[config.mk]
export PLATFORM = sky130hd
export DESIGN_NAME = code_search_ctrl
export DESIGN_NICKNAME = d
export VERILOG_FILES = /design/src/rtl/code_search_ctrl.sv
export SDC_FILE = /design/constraint.sdc
export NUM_CORES = 1
export LEC_CHECK = 0
export CORE_MARGIN = 2
export CORE_UTILIZATION = 50
export DETAILED_ROUTE_END_ITERATION = 6
export PLACE_DENSITY = 0.74
export SLEW_MARGIN = 20
export SYNTH_ARGS = -nofsm -noshare
export SYNTH_HDL_FRONTEND = slang
export SYNTH_SLANG_ARGS = --single-unit
[constraint.sdc]
create_clock -name clk -period 3.79 [get_ports clk]
set_clock_uncertainty 0.15 [all_clocks]
set_input_delay 0.5685 -clock clk [delete_from_list [all_inputs] [get_ports clk]]
set_output_delay 0.5685 -clock clk [all_outputs]
set_load 0.02 [all_outputs]
[src/rtl/code_search_ctrl.sv]
// rtl/code_search_ctrl.sv - code-phase acquisition sweep sequencer for one tracking channel
//
// Loads the PRN key, then steps code phase in STEP_HC half-chip slews. At each
// bin it discards SETTLE_DUMPS dumps, integrates energy over the dwell dumps,
// and keeps the strongest bin and a threshold-hit flag.
//
// Optional feature: define CODE_SEARCH_EARLY_EXIT_EN to stop the sweep at the
// first bin whose integrated energy meets the threshold.
//
// Ports:
//   clk, rstn                  clock, asynchronous active-low reset
//   start, abort               one-cycle control pulses
//   prn_key_in, dwell_dumps    sweep setup, latched on start
//   threshold                  detection threshold on integrated energy
//   dump_enable                dump pulse from the code generator
//   energy, energy_valid       prompt I^2+Q^2 and its strobe
//   prn_key, prn_key_enable    key and load pulse to the code generator
//   code_slew, slew_enable     slew value and write pulse to the code generator
//   busy, done                 sweep in progress, end-of-sweep pulse
//   found, best_bin,
//   best_energy                sweep result
module code_search_ctrl #(
  parameter int NUM_BINS     = 2046,
  parameter int STEP_HC      = 1,
  parameter int SETTLE_DUMPS = 2,
  parameter int EW           = 32
) (
  input  logic          clk,
  input  logic          rstn,
  input  logic          start,
  input  logic          abort,
  input  logic [9:0]    prn_key_in,
  input  logic [7:0]    dwell_dumps,
  input  logic [EW+7:0] threshold,
  input  logic          dump_enable,
  input  logic [EW-1:0] energy,
  input  logic          energy_valid,
  output logic [9:0]    prn_key,
  output logic          prn_key_enable,
  output logic [10:0]   code_slew,
  output logic          slew_enable,
  output logic          busy,
  output logic          done,
  output logic          found,
  output logic [11:0]   best_bin,
  output logic [EW+7:0] best_energy
);

  localparam logic [7:0]  SETTLE_LAST = 8'(SETTLE_DUMPS - 1);
  localparam logic [11:0] LAST_BIN    = 12'(NUM_BINS - 1);
  localparam logic [10:0] STEP        = 11'(STEP_HC);

  typedef enum logic [2:0] {
    S_IDLE, S_LOAD, S_SLEW, S_SETTLE, S_DWELL, S_EVAL, S_DONE
  } state_t;

  state_t        state_q, state_d;
  logic [9:0]    prn_key_q, prn_key_d;
  logic [10:0]   code_slew_q, code_slew_d;
  logic [11:0]   bin_cnt_q, bin_cnt_d;
  logic [11:0]   best_bin_q, best_bin_d;
  logic [7:0]    dwell_q, dwell_d;
  logic [7:0]    dump_cnt_q, dump_cnt_d;
  logic [EW+7:0] acc_q, acc_d;
  logic [EW+7:0] best_energy_q, best_energy_d;
  logic          found_q, found_d;

  logic settle_last, dwell_last, last_bin, hit, better, abort_act;

  assign settle_last = dump_enable && (dump_cnt_q == SETTLE_LAST);
  assign dwell_last  = dump_enable && (dump_cnt_q == dwell_q - 8'd1);
  assign last_bin    = (bin_cnt_q == LAST_BIN);
  assign hit         = (acc_q >= threshold);
  assign better      = (acc_q > best_energy_q);
  // Abort is meaningless in IDLE and redundant in DONE (already ending).
  assign abort_act   = abort && (state_q != S_IDLE) && (state_q != S_DONE);

  // State and datapath registers
  always_ff @(posedge clk or negedge rstn) begin
    if (!rstn) begin
      state_q       <= S_IDLE;
      prn_key_q     <= '0;
      code_slew_q   <= '0;
      bin_cnt_q     <= '0;
      best_bin_q    <= '0;
      dwell_q       <= '0;
      dump_cnt_q    <= '0;
      acc_q         <= '0;
      best_energy_q <= '0;
      found_q       <= 1'b0;
    end else begin
      state_q       <= state_d;
      prn_key_q     <= prn_key_d;
      code_slew_q   <= code_slew_d;
      bin_cnt_q     <= bin_cnt_d;
      best_bin_q    <= best_bin_d;
      dwell_q       <= dwell_d;
      dump_cnt_q    <= dump_cnt_d;
      acc_q         <= acc_d;
      best_energy_q <= best_energy_d;
      found_q       <= found_d;
    end
  end

  // Next-state logic
  always_comb begin
    state_d = state_q;
    case (state_q)
      S_IDLE:   if (start) state_d = S_LOAD;
      S_LOAD:   state_d = S_SETTLE;
      S_SLEW:   state_d = S_SETTLE;
      S_SETTLE: if (settle_last) state_d = S_DWELL;
      S_DWELL:  if (dwell_last) state_d = S_EVAL;
      S_EVAL: begin
`ifdef CODE_SEARCH_EARLY_EXIT_EN
        state_d = (hit || last_bin) ? S_DONE : S_SLEW;
`else
        state_d = last_bin ? S_DONE : S_SLEW;
`endif
      end
      S_DONE:   state_d = S_IDLE;
      default:  state_d = S_IDLE;
    endcase
    if (abort_act) state_d = S_DONE;
  end

  // Datapath updates
  always_comb begin
    prn_key_d     = prn_key_q;
    code_slew_d   = code_slew_q;
    bin_cnt_d     = bin_cnt_q;
    best_bin_d    = best_bin_q;
    dwell_d       = dwell_q;
    dump_cnt_d    = dump_cnt_q;
    acc_d         = acc_q;
    best_energy_d = best_energy_q;
    found_d       = found_q;
    case (state_q)
      S_IDLE: if (start) begin
        prn_key_d     = prn_key_in;
        code_slew_d   = STEP;
        dwell_d       = (dwell_dumps == 8'd0) ? 8'd1 : dwell_dumps;
        bin_cnt_d     = '0;
        best_bin_d    = '0;
        best_energy_d = '0;
        found_d       = 1'b0;
        dump_cnt_d    = '0;
      end
      S_SETTLE: if (dump_enable) begin
        if (settle_last) begin
          dump_cnt_d = '0;
          acc_d      = '0;
        end else begin
          dump_cnt_d = dump_cnt_q + 8'd1;
        end
      end
      S_DWELL: begin
        // Energy coincident with the final dump is still accumulated here.
        if (energy_valid) acc_d = acc_q + {8'd0, energy};
        if (dump_enable) dump_cnt_d = dwell_last ? 8'd0 : dump_cnt_q + 8'd1;
      end
      S_EVAL: if (!abort) begin
`ifdef CODE_SEARCH_EARLY_EXIT_EN
        if (hit) begin
          best_energy_d = acc_q;
          best_bin_d    = bin_cnt_q;
          found_d       = 1'b1;
        end else begin
          if (better) begin
            best_energy_d = acc_q;
            best_bin_d    = bin_cnt_q;
          end
          if (!last_bin) bin_cnt_d = bin_cnt_q + 12'd1;
        end
`else
        // Strict compare: a tie keeps the earlier bin.
        if (better) begin
          best_energy_d = acc_q;
          best_bin_d    = bin_cnt_q;
        end
        if (hit) found_d = 1'b1;
        if (!last_bin) bin_cnt_d = bin_cnt_q + 12'd1;
`endif
      end
      default: ;
    endcase
  end

  // Outputs
  always_comb begin
    prn_key        = prn_key_q;
    code_slew      = code_slew_q;
    prn_key_enable = (state_q == S_LOAD);
    slew_enable    = (state_q == S_SLEW);
    busy           = (state_q != S_IDLE) && (state_q != S_DONE);
    done           = (state_q == S_DONE);
    found          = found_q;
    best_bin       = best_bin_q;
    best_energy    = best_energy_q;
  end

endmodule

======== Word level (Yosys, flattened, before mapping) ========
Cells that the tools add are included.
word-level totals
  register bits after elaboration ......... 135
cells by class
  add/sub/neg operators ................... 4
  order comparisons ....................... 2
  equal/unequal tests ..................... 22
  muxes and demuxes ....................... 32
  reductions and logical operators ........ 19
operator list
  kind                                                    number
  2-to-1 mux 40 bit                                       6
  one-hot mux 40 bit (2 select lines)                     2
  2-to-1 mux 12 bit                                       5
  2-to-1 mux 8 bit                                        6
  one-hot mux 12 bit (2 select lines)                     2
  adder 40 x 32 -> 40 bit                                 1
  greater-or-equal comparator 40 bit                      1
  > comparator 40 bit                                     1
  one-hot mux 8 bit (3 select lines)                      1
  AND reduction 4 bit                                     5
  != test 2 bit (second input constant)                   9
  2-to-1 mux 3 bit                                        5
  one-hot mux 3 bit (5 select lines)                      1
  adder 12 x 1 -> 12 bit (second input constant)          1
  equality test 12 x 11 -> 1 bit (second input constant)  1
  != test 3 bit (second input constant)                   4
  equality test 3 bit (second input constant)             3
  adder 8 x 1 -> 8 bit (second input constant)            1
  equality test 8 x 1 -> 1 bit (second input constant)    1
  equality test 8 bit                                     1
  logical NOT 8 bit                                       1
  subtractor 8 x 1 -> 8 bit (second input constant)       1
  equality test 3 x 2 -> 1 bit (second input constant)    2
  nonzero test 3 bit                                      2
  other kinds (9)                                         16

======== Depth between registers and ports, before layout ========
  depth in word-level cells ............... 6
  mapped depth ............................ 12

======== Worst setup path after synthesis ========
Ideal clock, no wire load.
  path kind ............................... input -> register
  from .................................... input port energy[0]
  to ...................................... register acc_q[34]
  library setup time ...................... 119 ps
  data arrival time ....................... 2760 ps
  setup slack ............................. 762 ps
  cell stages on the path ................. 10
  path buffers ............................ 0
  cells stage by stage .................... ha_1 -> fa_1 -> a211oi_1 -> o21a_1 -> or4_4 -> a211oi_2 -> o311ai_1 -> a2111oi_2 -> xnor2_1 -> nor2_1
between the ends
  longest elaborated chain between the ends .. 3
RTL lines
  item                                 line  RTL
  start, declared                      36    input logic [EW-1:0] energy,
  adder 40 x 32 -> 40 bit              159   if (energy_valid) acc_d = acc_q + {8'd0, energy};
  2-to-1 mux 40 bit                    159
  one-hot mux 40 bit (2 select lines)  138   case (state_q)
  end signal, assigned                 88    acc_q <= '0;
  end signal, assigned                 99    acc_q <= acc_d;
  end, declared                        64    logic [EW+7:0] acc_q, acc_d;
Every way passes these cells. The select of a mux whose other input is x is not followed.
A chain may end at the register's enable or synchronous reset.

======== Final worst setup path ========
  from .................................... input port energy[11]
  to ...................................... register acc_q[36]
Same word-level chain as after synthesis.

==> results.json <==
{
  "synth_top_cell_by_area": "dfrtp_1",
  "finalHoldViolations": 0,
  "netlist_area_um2": 9910,
  "tns_ns": 0,
  "rows": 51,
  "postRouteAntennaNets": 0,
  "clockBufferDepth": 2,
  "multi_input_area_um2": 5810,
  "layout-drive-gt1-share_pct": 5.26,
  "wl_per_cell_um": 16.3,
  "yosysMostFrequentCell": "nand2_1",
  "overflow": 0,
  "place_congestion": 0.920,
  "gr-usage-all-layers_pct": 25.8,
  "synth_top_family_by_area": "simple AND/OR/NAND/NOR gates",
  "cts_resized": 0,
  "synthMuxAreaShare_pct": 5.77,
  "fillers": 1618,
  "grt_max_degree": 114,
  "setup_viol": 0,
  "cp_data_required_time_ns": 3.95,
  "grt_pass1_vias": 8695,
  "synthAdderAreaFrac_pct": 15.0,
  "die_area_um2": 21000,
  "drc": 0,
  "layout_setup_ws_ns": 0.459,
  "antenna_found_initial": 2,
  "synth_ff_type": "dfrtp_1",
  "cts-root-buf": "clkbuf_16",
  "crit_arrival_ns": 3.49,
  "syn_inst": 1150,
  "swShare_pct": 43.3,
  "dpl_cell_area_um2": 11900,
  "final_design_area_no_fill_um2": 12500,
  "grt_setup_unrepaired": "no",
  "clkPwrFrac_pct": 18.5,
  "seq_area_um2": 3380,
  "synth_common_cells": "nand2_1, inv_1, dfrtp_1",
  "dr_total_vias": 8783,
  "whs_ns": 0.101,
  "cts_tree": "built",
  "cts_made_buffers": 17,
  "synth_xor_area_share_pct": 4.24,
  "port_buffers": 163,
  "p_comb_share_pct": 54.3,
  "startpoint_type": "input port",
  "crit_type": "input port to flip-flop",
  "end_kind": "flip-flop",
  "synth_compound_area_share_pct": 16.3,
  "synth-simple-area-share_pct": 16.8,
  "areaGrowthSynthToFinish_pct": 25.9,
  "htreeDepth": 4,
  "slew_headroom_pct": 36.8,
  "wl_mm": 26.0,
  "core_um2": 19500,
  "grt_pass1_wl_mm": 42.5,
  "netlist_top_cells_area": "dfrtp_1, ha_1, nand2_1",
  "chipWidth_um": 145,
  "min_period_ns": 3.33,
  "ys_ff_latch": 135,
  "initial_core_util_pct": 50.9,
  "peakVddDrop_mv": 0.421,
  "async_flop_share_pct": 100,
  "vias_per_cell": 5.50,
  "dpl_worst_slack_ns": 0.0704,
  "yosys_warnings": 0,
  "synth_top_area_share_pct": 34.1,
  "pwr-share-seq_pct": 27.2,
  "dr.pass1.iters": 5,
  "nets": 1532,
  "worst_slew_pin_slew_ns": 0.948,
  "numClockSinks": 135,
  "min_path_type": "input port to asynchronous set/reset pin",
  "path_max_fanout": 4,
  "cts_setup_buffers": 0,
  "clkTransAtPathRegs_ns": 0.06,
  "hpwl_mm": 19.3,
  "drv_slew": 0,
  "post-route-period-util_pct": 87.9,
  "p_int_mw": 5.03,
  "power_leakage_nw": 5.78,
  "dieHeight_um": 145,
  "drv_cap": 0,
  "p_sw_mw": 3.84,
  "synth_edf_count": 0,
  "status": "completed",
  "holdBufCountCts": 0,
  "fmax_mhz": 300,
  "avgSynthCellArea_um2": 8.61,
  "io_pins": 174,
  "synth_cell_types": 62,
  "cellPowerDensity_nw_per_um2": 712,
  "seq_area_frac_synth_pct": 34.1,
  "first_iter_violations": 567,
  "utilization_pct": 64.1,
  "clock_latency_ns": 0.43
}
==> path summary, 6_finish.rpt <==
path / startpoint / endpoint / slack (ns) / cells after the start
min reg2reg: code_slew[0] / code_slew[0] / 0.32 / 1
min: rstn / best_energy[10] / 0.10 / 1
min in group clk: code_slew[0] / code_slew[0] / 0.32 / 1
max: energy[11] / acc_q[36] / 0.46 / 11
max reg2reg: acc_q[11] / acc_q[36] / 0.61 / 10
max in group asynchronous: rstn / code_slew[0] / 2.59 / 2
==> cell usage in the layout, fill, tap and decap left out, drive strengths merged, types with 9 or more instances in the layout <==
cell and instances:
xor2 19, o31ai 13, nor2b 16, dfrtp 135
o21a 9, o21ai 51, clkdlybuf4s50 162, buf 25
nand4 22, conb 10, xnor2 29, a21o 45
o22ai 15, mux2i 56, nor3 17, clkbuf 19
inv 145, ha 117, a211oi 10, a21oi 72
nor2 47, nand3 33, nand2 160
==> power by group through the flow <==
stage               Sequential (mW)  Combinational, mW  Clock [mW]
floorplan                      2.52               3.06           0
global placement               2.41               4.66           0
detailed placement             2.42               4.78           0
CTS                            2.40               4.82        1.68
global route                   2.48               5.41        1.74
finish                         2.41               4.82        1.64
==> cell type report <==
| class | count | area share (%) |
|---|---|---|
| Inverter | 141 | 4.24 |
| Sequential cell | 135 | 27.1 |
| Antenna cell | 1 | 0.0201 |
| Multi-Input combinational cell | 835 | 46.6 |
| Clock buffer | 18 | 3.44 |
| Clock inverter | 14 | 1.19 |
| Tap cell | 265 | 2.66 |
| Timing Repair Buffer | 188 | 14.7 |
==> state kept, by name (all words and copies together), names as in the netlist <==
name and flops:
acc_q 40, best_energy 40, best_bin 12, bin_cnt_q 12, prn_key 10, dump_cnt_q 8
dwell_q 8, state_q 3, code_slew 1, found 1
==> metrics by stage <==
step	instances	total power, mW
after floorplan	1159	5.58
after global placement	1564	7.07
after detailed placement	1564	7.20
after CTS	1596	8.90
after global routing	1596	9.63
final	1597	8.87
==> worst max-delay path: stages <==
cell,delay [ns]
clkdlybuf4s50_1,0.42
ha_1,0.36
a21oi_1,0.24
o21ai_0,0.22
a311oi_1,0.54
a211oi_2,0.17
o311ai_1,0.48
buf_4,0.21
a211oi_1,0.07
xnor2_1,0.16
nor2_1,0.06
==> routing by layer <==
layer  vias to the layer above  part of all wire [%]  GRT usage (%)
met5                         -                 0.050              0
met4                         2                   1.8           7.77
met3                        34                   5.8           4.41
met2                       233                    47           43.0
met1                      4195                    45           34.3
li1                       4319                     -              -
==> logic make-up after synthesis <==
family | Yosys count
AND/OR/NAND/NOR | 348
adder cells (fa/ha/maj) | 118
flip-flops | 135
AO/OA/AOI/OAI | 254
multiplexers | 57
XOR/XNOR | 48
other | 1
buffers and inverters | 189
Power figures use the tool's default switching activity.
